File: config.mk
export PLATFORM = sky130hd
export DESIGN_NAME = jk_counter_ctrl
export DESIGN_NICKNAME = d
export VERILOG_FILES = /design/src/rtl/jk_counter_ctrl.sv
export SDC_FILE = /design/constraint.sdc
export NUM_CORES = 1
export LEC_CHECK = 0
export CORE_UTILIZATION = 44
export CTS_CLUSTER_SIZE = 16
export DETAILED_ROUTE_END_ITERATION = 8
export HOLD_SLACK_MARGIN = 0.12
export PLACE_DENSITY_LB_ADDON = 0.25
export SYNTH_ARGS = -nofsm -noshare
export SYNTH_HDL_FRONTEND = slang
export SYNTH_SLANG_ARGS = --single-unit
File: constraint.sdc
create_clock -name clk -period 2.15 [get_ports clk]
set_clock_uncertainty 0.1 [all_clocks]
set_input_delay 0.43 -clock clk [delete_from_list [all_inputs] [get_ports clk]]
set_output_delay 0.43 -clock clk [all_outputs]
set_load 0.01 [all_outputs]
File: src/rtl/jk_counter_ctrl.sv
// rtl/jk_counter_ctrl.sv - JK flip-flop bank sequencer for a mod-N up/down counter
// Optional: JK_CTRL_PRESET_EN adds async active-low pre_bar (q -> MODULUS-1, state -> HALT)

module jk_counter_ctrl #(
  parameter int WIDTH   = 4,
  parameter int MODULUS = 10
) (
  input  logic             clk,
  input  logic             clr_bar,
`ifdef JK_CTRL_PRESET_EN
  input  logic             pre_bar,
`endif
  input  logic             start,
  input  logic             stop,
  input  logic             up_dn,
  input  logic             load,
  input  logic [WIDTH-1:0] load_val,
  output logic [WIDTH-1:0] q,
  output logic [WIDTH-1:0] j_vec,
  output logic [WIDTH-1:0] k_vec,
  output logic             busy,
  output logic             tc,
  output logic [7:0]       wrap_cnt
);

  typedef enum logic [1:0] {
    ST_IDLE = 2'd0,
    ST_LOAD = 2'd1,
    ST_RUN  = 2'd2,
    ST_HALT = 2'd3
  } state_t;

  // Modulus compared one bit wider so MODULUS == 2**WIDTH stays representable
  localparam logic [WIDTH:0]   MOD_EXT = (WIDTH+1)'(MODULUS);
  localparam logic [WIDTH-1:0] TOP     = WIDTH'(MODULUS - 1);

  state_t           state;
  state_t           state_next;
  logic [WIDTH-1:0] q_next;
  logic [WIDTH-1:0] load_tgt;
  logic [WIDTH-1:0] load_clamped;
  logic [WIDTH-1:0] up_mask;
  logic [WIDTH-1:0] dn_mask;
  logic [7:0]       wc_next;
  logic             wrap;
  logic             clr_wc;
  logic             cap_load;
  logic             run_go;
  logic             out_of_range;
  logic             at_top;
  logic             at_zero;

  // Stage i toggles when every lower stage of v is 1 (stage 0 always toggles)
  function automatic logic [WIDTH-1:0] toggle_mask(input logic [WIDTH-1:0] v);
    logic [WIDTH-1:0] m;
    logic             acc;
    acc = 1'b1;
    for (int i = 0; i < WIDTH; i++) begin
      m[i] = acc;
      acc  = acc & v[i];
    end
    return m;
  endfunction

  assign up_mask      = toggle_mask(q);
  assign dn_mask      = toggle_mask(~q);
  assign out_of_range = ({1'b0, q} >= MOD_EXT);
  assign at_top       = (q == TOP);
  assign at_zero      = (q == '0);
  assign run_go       = start & ~stop;
  assign load_clamped = ({1'b0, load_val} >= MOD_EXT) ? TOP : load_val;
  assign busy         = (state == ST_RUN);

  // Next state, J/K drive and wrap detection; stop beats start, load beats both
  always_comb begin
    state_next = state;
    j_vec      = '0;
    k_vec      = '0;
    wrap       = 1'b0;
    clr_wc     = 1'b0;
    cap_load   = 1'b0;
    case (state)
      ST_IDLE: begin
        if (load) begin
          state_next = ST_LOAD;
          cap_load   = 1'b1;
        end else if (run_go) begin
          state_next = ST_RUN;
        end
      end
      ST_LOAD: begin
        j_vec      = load_tgt & ~q;
        k_vec      = ~load_tgt & q;
        clr_wc     = 1'b1;
        state_next = run_go ? ST_RUN : ST_HALT;
      end
      ST_RUN: begin
        // A load or stop request holds q at this edge; counting happens otherwise
        if (load) begin
          state_next = ST_LOAD;
          cap_load   = 1'b1;
        end else if (stop) begin
          state_next = ST_HALT;
        end else if (out_of_range) begin
          k_vec = q;
        end else if (up_dn) begin
          if (at_top) begin
            k_vec = q;
            wrap  = 1'b1;
          end else begin
            j_vec = up_mask;
            k_vec = up_mask;
          end
        end else begin
          if (at_zero) begin
            j_vec = TOP & ~q;
            k_vec = ~TOP & q;
            wrap  = 1'b1;
          end else begin
            j_vec = dn_mask;
            k_vec = dn_mask;
          end
        end
      end
      ST_HALT: begin
        if (load) begin
          state_next = ST_LOAD;
          cap_load   = 1'b1;
        end else if (run_go) begin
          state_next = ST_RUN;
        end
      end
      default: state_next = ST_IDLE;
    endcase
  end

  // JK characteristic equation applied bitwise to the register bank
  always_comb begin
    q_next = (j_vec & ~q) | (~k_vec & q);
  end

  // Wrap counter: cleared by the load edge, saturates at 255
  always_comb begin
    wc_next = wrap_cnt;
    if (clr_wc) begin
      wc_next = 8'd0;
    end else if (wrap && (wrap_cnt != 8'hFF)) begin
      wc_next = wrap_cnt + 8'd1;
    end
  end

`ifdef JK_CTRL_PRESET_EN
  // Core registers: clear wins over preset; preset parks the counter at its top value in HALT
  always_ff @(posedge clk or negedge clr_bar or negedge pre_bar) begin
    if (!clr_bar) begin
      q     <= '0;
      state <= ST_IDLE;
      tc    <= 1'b0;
    end else if (!pre_bar) begin
      q     <= TOP;
      state <= ST_HALT;
      tc    <= 1'b0;
    end else begin
      q     <= q_next;
      state <= state_next;
      tc    <= wrap;
    end
  end
`else
  // Core registers: JK bank, FSM state and the one-cycle wrap pulse
  always_ff @(posedge clk or negedge clr_bar) begin
    if (!clr_bar) begin
      q     <= '0;
      state <= ST_IDLE;
      tc    <= 1'b0;
    end else begin
      q     <= q_next;
      state <= state_next;
      tc    <= wrap;
    end
  end
`endif

  // Wrap count and load target are untouched by preset, so they live outside the core block
  always_ff @(posedge clk or negedge clr_bar) begin
    if (!clr_bar) begin
      wrap_cnt <= 8'd0;
      load_tgt <= '0;
    end else begin
      wrap_cnt <= wc_next;
      if (cap_load) begin
        load_tgt <= load_clamped;
      end
    end
  end

endmodule

Word level (Yosys, flattened, before mapping) --
Cells that the tools add are included.
Storage, ports and cells: memories 0, memory bits (read-only) 0, latch bits 0, logic and storage cells 69, register bits after elaboration 19, memory bits (writable) 0, bits of input ports 10
Operators by class: bitwise gates (word level) 14, $lt $le $gt $ge 2, reductions and logical operators 7, mux-type cells 33, multiply operators 0, $add $sub $neg 1, equal/unequal tests 7, shift-type cells 0, divide/modulo/power cells 0
Operator list (number):
- two-way mux 4 bit | 13
- bitwise AND 4 bit | 4
- two-way mux 8 bit | 2
- one-hot mux 4 bit (2 select lines) | 2
- NOT 4 bit | 3
- two-way mux 1 bit | 11
- adder 8 x 1 -> 8 bit, second input constant | 1
- greater-or-equal comparator 4 bit, second input constant | 2
- two-way mux 2 bit | 4
- != test 8 bit, second input constant | 1
- one-hot mux 2 bit (3 select lines) | 1
- bitwise AND 1 bit | 5
- == test 2 bit, second input constant | 2
- == test 4 bit, second input constant | 1
- zero test 4 bit | 1
- OR 4 bit | 1
- != test 3 x 1 -> 1 bit, second input constant | 1
- != test 3 bit, second input constant | 1
- OR reduction 3 bit | 1
- == test 2 x 1 -> 1 bit, second input constant | 1
- zero test 2 bit | 1
- AND reduction 2 bit | 1
- nonzero test 2 bit | 1
- OR reduction 2 bit | 1
- 2 further kinds | 2

Logic depth before layout (Yosys ltp) --
Gate-level depths: netlist (run 1).
depth after elaboration 12, mapped depth 8

Least setup slack after synthesis (run 1) --
No wires, ideal clock.
path kind flip-flop to output port, from reg state[0], to out j_vec[1], data required time 1620 ps, stages on the path, launching flop included 8, setup slack -198 ps, arrival 1818 ps, cells stage by stage dfrtp_1 > inv_1 > ha_1 > or3b_1 > clkbuf_1 > nor4b_2 > nor2_1 > a21oi_1
Between the ends: longest elaborated chain between the ends 2, elaborated cells between the ends (all ways) 3, those cells by class 2 x eq/ne; 1 x mux
Ends and longest elaborated chain:
- start, declared | line 37 | state_t state;
- start signal, assigned | line 178 | state <= state_next;
- == test 2 bit
- via busy | line 21 | output logic busy,
- one-hot mux 4 bit (2 select lines) | line 82 | case (state)
- end, declared | line 19 | output logic [WIDTH-1:0] j_vec,
The timed path passes the listed nets, and every way through them passes these cells.

Worst setup path in the final report (run 1) --
from reg state[0], to out k_vec[1]
Between the ends: longest elaborated chain between the ends 2, elaborated cells between the ends (all ways) 3, those cells by class 2 x eq/ne; 1 x mux
Ends and longest elaborated chain:
- == test 2 bit or == test 2 x 1 -> 1 bit (tied branches) | line 82
- one-hot mux 4 bit (2 select lines) (*) | line 82
- end, declared | line 20 | output logic [WIDTH-1:0] k_vec,
Every way passes the cells marked *; elsewhere a longest branch is shown, timed or not.

==> summary.md, run 1 <==
| Metric | Value |
|---|---|
| GRT Total Usage | 26.7% |
| Sequential share of the synthesized area | 35.4% |
| Post-Syn Area per Cell | 8.29 um2 |
| Root Driver | clkbuf_4 |
| Cell row count | 19 |
| Clock tree from TritonCTS | built |
| Final worst path period share | 118% |
| Die Area | between 3000 and 4000 um2 |
| YS warnings | 0 |
| Max Cap Viol | 0 |
| DR DRC count | 1 |
| Maximum vdd drop | just under 1000 uV |
| Count of final setup violators | 9 |
| Power per cell area | 1030 nW/um2 |
| Placement Setup Slack | -0.870 ns |
| Placed cell area | about 1900 um2 |
| Area delta synth->final | 59.4% |
| Antenna Violating Nets Remaining | 0 |
| Final hold violations | 0 |
| #FFs+latches synth | 19 |
| Post-synth top area cell | dfrtp_1 |
| Clk Latency, worst-skew pair | roughly 0.31 ns |
| Dpl hpwl | 2890 um |
| RR Startpoint | state[0] |
| Synth unique cells | 43 |
| CP startpoint | state[0] |
| Via count | 1555 |
| Actual slew at the worst max-slew pin | 0.395 ns |
| Startpoint type of the worst setup path | register |
| Worst endpoint required time | 1.62 ns |
| Final wirelength | 4210 um |
| Worst R2R End | wrap_cnt[0] |
| First-pass GRT wire length | a little under 7000 um |
| Final WS setup | -0.382 ns |
| Worst-path clk slew | 0.13 ns |
| Starting density of the core | 47.5% |
| Grt ovf | 0 |
| Nets@finish | 249 |
| Cell area after layout | 2140 um2 |
| Post-DR wirelength/cell | between 15 and 20 um |
| Die Y-Extent | 57.2 um |
| R2R cell count | 10 |
| R2R Setup Slk | -0.01 ns |
| Largest net degree at the start of global routing | 20 |
| Via density | 5.85 |
| Fmax | 0.395 GHz |
| DR iter-0 viols | 69 |
| Share of the synthesized area in the top cell type | between 30% and 40% |
| Post-Synthesis Cell Area | 1340 um2 |
| CP endpoint | k_vec[1] |
| Vias in the first global route | 1516 |
| CP arrival | 2.00 ns |
| Post-Synthesis Cells | roughly 160 |
| Final RePlAce weighted congestion | 0.955 |
| Total clock sinks | 19 |
| CTS Buffer Depth | 2 |
| PortBufs | 31 |
| Rel. slew slack | 73.6% |
| Critical Path Fanout Max | 6 |
| Pleak | 0.919 nW |
| Status | complete, but fails checks |
| Top Ports | 32 |
| Hold Path Class | primary input to async pin |
| Share of cells above drive strength 1 | between 30% and 40% |
| Violated checks | design-rule violations, negative setup slack |
| CP Capture Type | output pin |
| H-tree depth | 1 |
| Tmin final | 2.53 ns |
| Die width | 57.2 um |
| Detailed Routing Iterations Pass 1 | 6 |
| Critical path class | register to output pin |
| RSZ-0062 raised after global routing | true |
| Mapped Nets | 175 |
| Synth area leaders | dfrtp_1 (35%), a21oi_1 (6.7%), nand2_1 (4.5%), o21ai_0 (3.7%), inv_1 (3.4%) |
| Initial antenna violation count | 0 |
| N_diodes | 0 |
| Final Hold Slack | 0.340 ns |
| CTS hold repair buffers | 0 |
| Pins over their slew limit | 0 |
| Core area | between 2000 and 3000 um2 |
| Total CTS buffers | 3 |
state kept, by name, summed over array words and instances, names as in the netlist:
signal / cells
wrap_cnt: 8
load_tgt: 4
q: 4
state: 2
tc: 1
cell families (layout without fill, tap and decap cells):
group,count (synthesis),count (layout),synth area share (%)
flip-flops,19,19,35.4
XOR/XNOR,1,1,0.652
adder cells (fa/ha/maj),3,3,2.80
buffers and inverters,22,94,6.90
AND/OR/NAND/NOR,60,60,25.4
AO/OA/AOI/OAI,54,55,26.4
multiplexers,3,3,2.42
area by class of cell:
cell class | count | area [um2]
timing repair buffer | 78 | 649
clock buffer | 3 | 22.5
clock inverter | 1 | 7.51
sequential | 19 | 475
inverter | 12 | 45.0
fill | 194 | 689
tap | 31 | 38.8
multi-input combinational | 122 | 901
metal layers:
| metal | routed length (um) | global-route usage [%] | vias up | part of all wire (%) |
|---|---|---|---|---|
| met2 | 2080 | 44.9 | 55 | 49 |
| met4 | 81 | 9.76 | 0 | 1.9 |
| met1 | 1880 | 35.6 | 741 | 45 |
| met5 | 0 | 0 | - | 0 |
| li1 | - | - | 749 | - |
| met3 | 174 | 2.95 | 10 | 4.1 |
worst max-delay path, cell delays in order, from the launching register on:
cell     delay, ns
dfrtp_1       0.42
inv_2         0.07
ha_4          0.12
or3b_4        0.43
nor3_2        0.27
nor2_2        0.11
a21oi_2       0.13
buf_2         0.14
Yosys cell counts:
| cell type | n |
|---|---|
| nand3b_1 | 2 |
| dfrtp_1 | 19 |
| nand4b_1 | 1 |
| nor3b_4 | 1 |
| a21oi_1 | 18 |
| or4_1 | 4 |
| ha_1 | 3 |
| nand2b_1 | 5 |
| mux2i_1 | 1 |
| clkbuf_1 | 7 |
| o21bai_1 | 1 |
| nor3_1 | 4 |
| and3_1 | 1 |
| a22oi_1 | 3 |
| nor2_1 | 6 |
| mux2_2 | 2 |
| or2_2 | 1 |
| o311a_1 | 1 |
| a211oi_1 | 3 |
| inv_1 | 12 |
| nor4b_2 | 1 |
| o2111ai_1 | 1 |
| xnor2_1 | 1 |
| o41ai_1 | 2 |
| buf_2 | 2 |
| o21ai_0 | 10 |
| a31oi_1 | 1 |
| nand4_1 | 1 |
| or3b_1 | 1 |
| o31ai_1 | 3 |
| o211ai_4 | 1 |
| or3b_2 | 1 |
| o22ai_1 | 3 |
| nor2b_1 | 1 |
| or3_1 | 4 |
| a221oi_1 | 1 |
| nand2_1 | 16 |
| nor4_1 | 2 |
| a21o_1 | 2 |
| buf_6 | 1 |
| a211o_1 | 2 |
| nand3_1 | 8 |
| a21boi_0 | 2 |
worst min-delay path by stage:
stage	start	to	cells after the start
finish	clr_bar	state[1]	2
CTS	clr_bar	wrap_cnt[5]	2
floorplan	clr_bar	load_tgt[0]	0
global placement	load_tgt[1]	load_tgt[1]	2
detailed placement	load_tgt[1]	load_tgt[1]	2
global route	clr_bar	wrap_cnt[5]	2
placed cells by master, fill, tap and decap left out, types with 3 or more instances in the layout:
cell	synthesis	final
a21oi_1	18	10
a21oi_2	0	8
a22oi_1	3	3
buf_2	2	6
buf_4	0	44
buf_6	1	3
clkbuf_4	0	3
clkdlybuf4s50_1	0	22
dfrtp_1	19	19
inv_1	12	9
inv_2	0	3
nand2_1	16	15
nand2b_1	5	5
nand3_1	8	8
nor2_1	6	5
nor3_2	0	3
o21ai_0	10	7
o21ai_1	0	3
o31ai_1	3	3
or3_1	4	3
what timing repair did:
item / CTS / global route
buffers inserted: 10 / 3
endpoints found under the setup margin: 14 / 19
gates resized for setup: 45 / 13
pin swaps: 20 / 5
gates cloned: 1 / 0
report_power, final:
group          internal (mW)  switching, mW
clock                 0.0709          0.132
sequential             0.437         0.0798
combinational          0.728          0.764
total                   1.24          0.976
stage by stage:
stage / instances / util, % / total power [mW] / setup TNS, ns
3_5_place_dp: 249 / 68.2 / 1.84 / -8.45
6_report: 266 / 75.6 / 2.21 / -2.67
3_3_place_gp: 249 / 68.2 / 1.80 / -7.69
2_1_floorplan: 162 / - / 1.22 / -0.000256
4_1_cts: 263 / 73.6 / 2.14 / -2.60
5_1_grt: 266 / 75.6 / 2.35 / -3.84
No activity file was read; power rests on OpenSTA's default activity.
==> inputs of run 2 (changes only) <==
--- a/config.mk
+++ b/config.mk
@@ -5,11 +5,12 @@
 export SDC_FILE = /design/constraint.sdc
 export NUM_CORES = 1
 export LEC_CHECK = 0
+export CAP_MARGIN = 10
 export CORE_UTILIZATION = 44
 export CTS_CLUSTER_SIZE = 16
 export DETAILED_ROUTE_END_ITERATION = 8
 export HOLD_SLACK_MARGIN = 0.12
-export PLACE_DENSITY_LB_ADDON = 0.25
+export PLACE_DENSITY = 0.75
 export SYNTH_ARGS = -nofsm -noshare
 export SYNTH_HDL_FRONTEND = slang
 export SYNTH_SLANG_ARGS = --single-unit
==> constraint.sdc (replaced) <==
create_clock -name clk -period 2.15 [get_ports clk]
set_clock_uncertainty 0.1 [all_clocks]
set_input_delay 0.43 -clock clk [delete_from_list [all_inputs] [get_ports clk]]
set_output_delay 0.43 -clock clk [all_outputs]
set_load 0.02 [all_outputs]
==> summary.md, run 2 (synthesized netlist as in run 1, its figures left out) <==
| Metric | Value |
|---|---|
| Fmax | 0.391 GHz (-0.89%) |
| Via density | 6.01 (+2.8%) |
| Hold Path Class | primary input to async pin |
| RSZ-0062 raised after global routing | true |
| Pleak | 0.948 nW (+3.1%) |
| DR iter-0 viols | 145 (+110%) |
| Top reg by flops | wrap_cnt |
| DR DRC count | 4 (+3) |
| Violated checks | design-rule violations, negative setup slack |
| Antenna Violating Nets Remaining | 0 (unchanged) |
| Crit-path leading delay family | simple AND/OR/NAND/NOR gates |
| Final RePlAce weighted congestion | 0.970 (+1.6%) |
| Nets@finish | 248 (-0.40%) |
| Total clock sinks | 19 (unchanged) |
| Slowest cell on crit path | or3b_4 |
| Count of final setup violators | 17 (+8) |
| Cell area after layout | 2260 um2 (+5.7%) |
| Largest regs | wrap_cnt x8, load_tgt x4, q x4 |
| Critical path class | register to output pin |
| Top Ports | 32 (unchanged) |
| Status | complete, but fails checks |
| Final hold violations | 0 (unchanged) |
| CP Buf/Inv Count | 2 (unchanged) |
| Die Y-Extent | 57.2 um (unchanged) |
| Critical Path, Cell by Cell | inv_2, ha_4, or3b_4, nor4b_4, nor2_2, a21oi_2, buf_4 |
| Max Cap Viol | 0 (unchanged) |
| Area delta synth->final | 68.4% |
| Critical Path Fanout Max | 6 (unchanged) |
| Die width | 57.2 um (unchanged) |
| Rel. slew slack | 76.2% (+2.6 points) |
| Post-DR wirelength/cell | 18.3 um (+15%) |
| Layout Utilization | 79.9% (+4.3 points) |
| Commonest non-fill, non-tap cell in the layout | buf_4 |
| Cell row count | 19 (unchanged) |
| Clock tree from TritonCTS | built |
| Largest net degree at the start of global routing | 20 (unchanged) |
| Worst endpoint required time | 1.62 ns (about the same) |
| Max reg flops | 8 (unchanged) |
| Total CTS buffers | 3 (unchanged) |
| Placed cell area | 1960 um2 (+1.7%) |
| Grt ovf | 0 (unchanged) |
| CTS Buffer Depth | 2 (unchanged) |
| Core area | 2830 um2 (unchanged) |
| Vias in the first global route | 1615 (+6.5%) |
| Commonest cells after routing, fill and taps aside | buf_4 (39), clkdlybuf4s50_1 (20), dfrtp_1 (19), buf_6 (15), nand2_1 (13) |
| Dpl hpwl | 3200 um (+11%) |
| Die Area | 3280 um2 (unchanged) |
| CP Capture Type | output pin |
| Worst-path clk slew | 0.12 ns (about the same) |
| Final worst path period share | 119% (+1.1 points) |
| Power per cell area | 1080 nW/um2 (+4.3%) |
| Root Driver | clkbuf_4 |
| Detailed Routing Iterations Pass 1 | 7 (+1) |
| H-tree depth | 1 (unchanged) |
| Placement Setup Slack | -0.922 ns (-0.0527 ns) |
| Share of cells above drive strength 1 | 42.3% (+3.6 points) |
| Final WS setup | -0.405 ns (-0.0227 ns) |
| First-pass GRT wire length | 7520 um (+10%) |
| PortBufs | 31 (unchanged) |
| Actual slew at the worst max-slew pin | 0.355 ns (-0.0396 ns) |
| Clk Latency, worst-skew pair | 0.31 ns (about the same) |
| Via count | 1593 (+2.4%) |
| Final wirelength | 4840 um (+15%) |
| Startpoint type of the worst setup path | register |
| Maximum vdd drop | 1060 uV (+8.1%) |
| N_diodes | 0 (unchanged) |
| Max incr delay on CP | 0.43 ns (about the same) |
| Initial antenna violation count | 0 (unchanged) |
| Pins over their slew limit | 0 (unchanged) |
| Starting density of the core | 47.5% (unchanged) |
| GRT Total Usage | 30.4% (+3.7 points) |
| Tmin final | 2.55 ns (+0.0227 ns) |
| CP arrival | 2.02 ns (+0.02 ns) |
-- run 2: cell types whose count changed in the layout (fill, tap and decap cells not counted), sizes merged --
cell and delta:
clkbuf +2, clkinvlp -1, clkdlybuf4s15 -2, dlymetal6s2s -1, clkdlybuf4s50 -2, dlygate4sd2 +2
buf +1
-- run 2: final cells by class --
class,count,area (um2)
multi-input combinational,122,988
inverter,12,47.5
fill,173,568
tap,31,38.8
clock buffer,4,26.3
sequential,19,475
timing repair buffer,77,684
-- run 2: routing by layer --
metal  up-vias  wire length (um)  GRT usage [%]
met1       775              1990           38.4
met2        58              2570           52.6
li1        749                 -              -
met4         0                91           13.6
met5         -                 0              0
met3        11               187           3.17
-- run 2: report_power, final --
group          leakage, nW  switching [mW]  internal, mW
Combinational        0.687           0.928         0.792
Sequential           0.246          0.0784         0.437
Clock               0.0150           0.129        0.0726
-- run 2: timing repair --
action,CTS,global route
pin swaps,12,20
cloned,1,0
resized for setup,62,31
setup endpoints to repair,17,16
hold buffers,0,0
setup buffers,4,7
-- run 2: final timing paths --
check | from | to | slack [ns] | depth (start not counted)
worst max-delay path | state[0] | k_vec[1] | -0.40 | 7
max in group asynchronous | clr_bar | wrap_cnt[7] | 1.39 | 2
worst min-delay path | clr_bar | q[2] | 0.34 | 2
worst min register to register | load_tgt[3] | load_tgt[3] | 0.47 | 1
worst max register to register | state[0] | wrap_cnt[2] | -0.23 | 12
min in group clk | load_tgt[3] | load_tgt[3] | 0.47 | 1
-- run 2: per-stage QoR --
step / std cells / hold slack (ns) / TNS, ns / power, mW
2_1_floorplan: 162 / 0.0344 / -0.247 / 1.33
5_1_grt: 265 / 0.366 / -5.32 / 2.57
3_3_place_gp: 249 / 0.432 / -8.90 / 1.94
4_1_cts: 258 / 0.339 / -2.40 / 2.31
6_report: 265 / 0.342 / -4.15 / 2.44
3_5_place_dp: 249 / 0.448 / -9.92 / 2.00
==> inputs of run 3 (changes only) <==
--- a/config.mk
+++ b/config.mk
@@ -5,7 +5,7 @@
 export SDC_FILE = /design/constraint.sdc
 export NUM_CORES = 1
 export LEC_CHECK = 0
-export CAP_MARGIN = 10
+export CAP_MARGIN = 20
 export CORE_UTILIZATION = 44
 export CTS_CLUSTER_SIZE = 16
 export DETAILED_ROUTE_END_ITERATION = 8
==> results of run 3 <==
No change in the layout: final DEF, timing and power equal those of run 2.
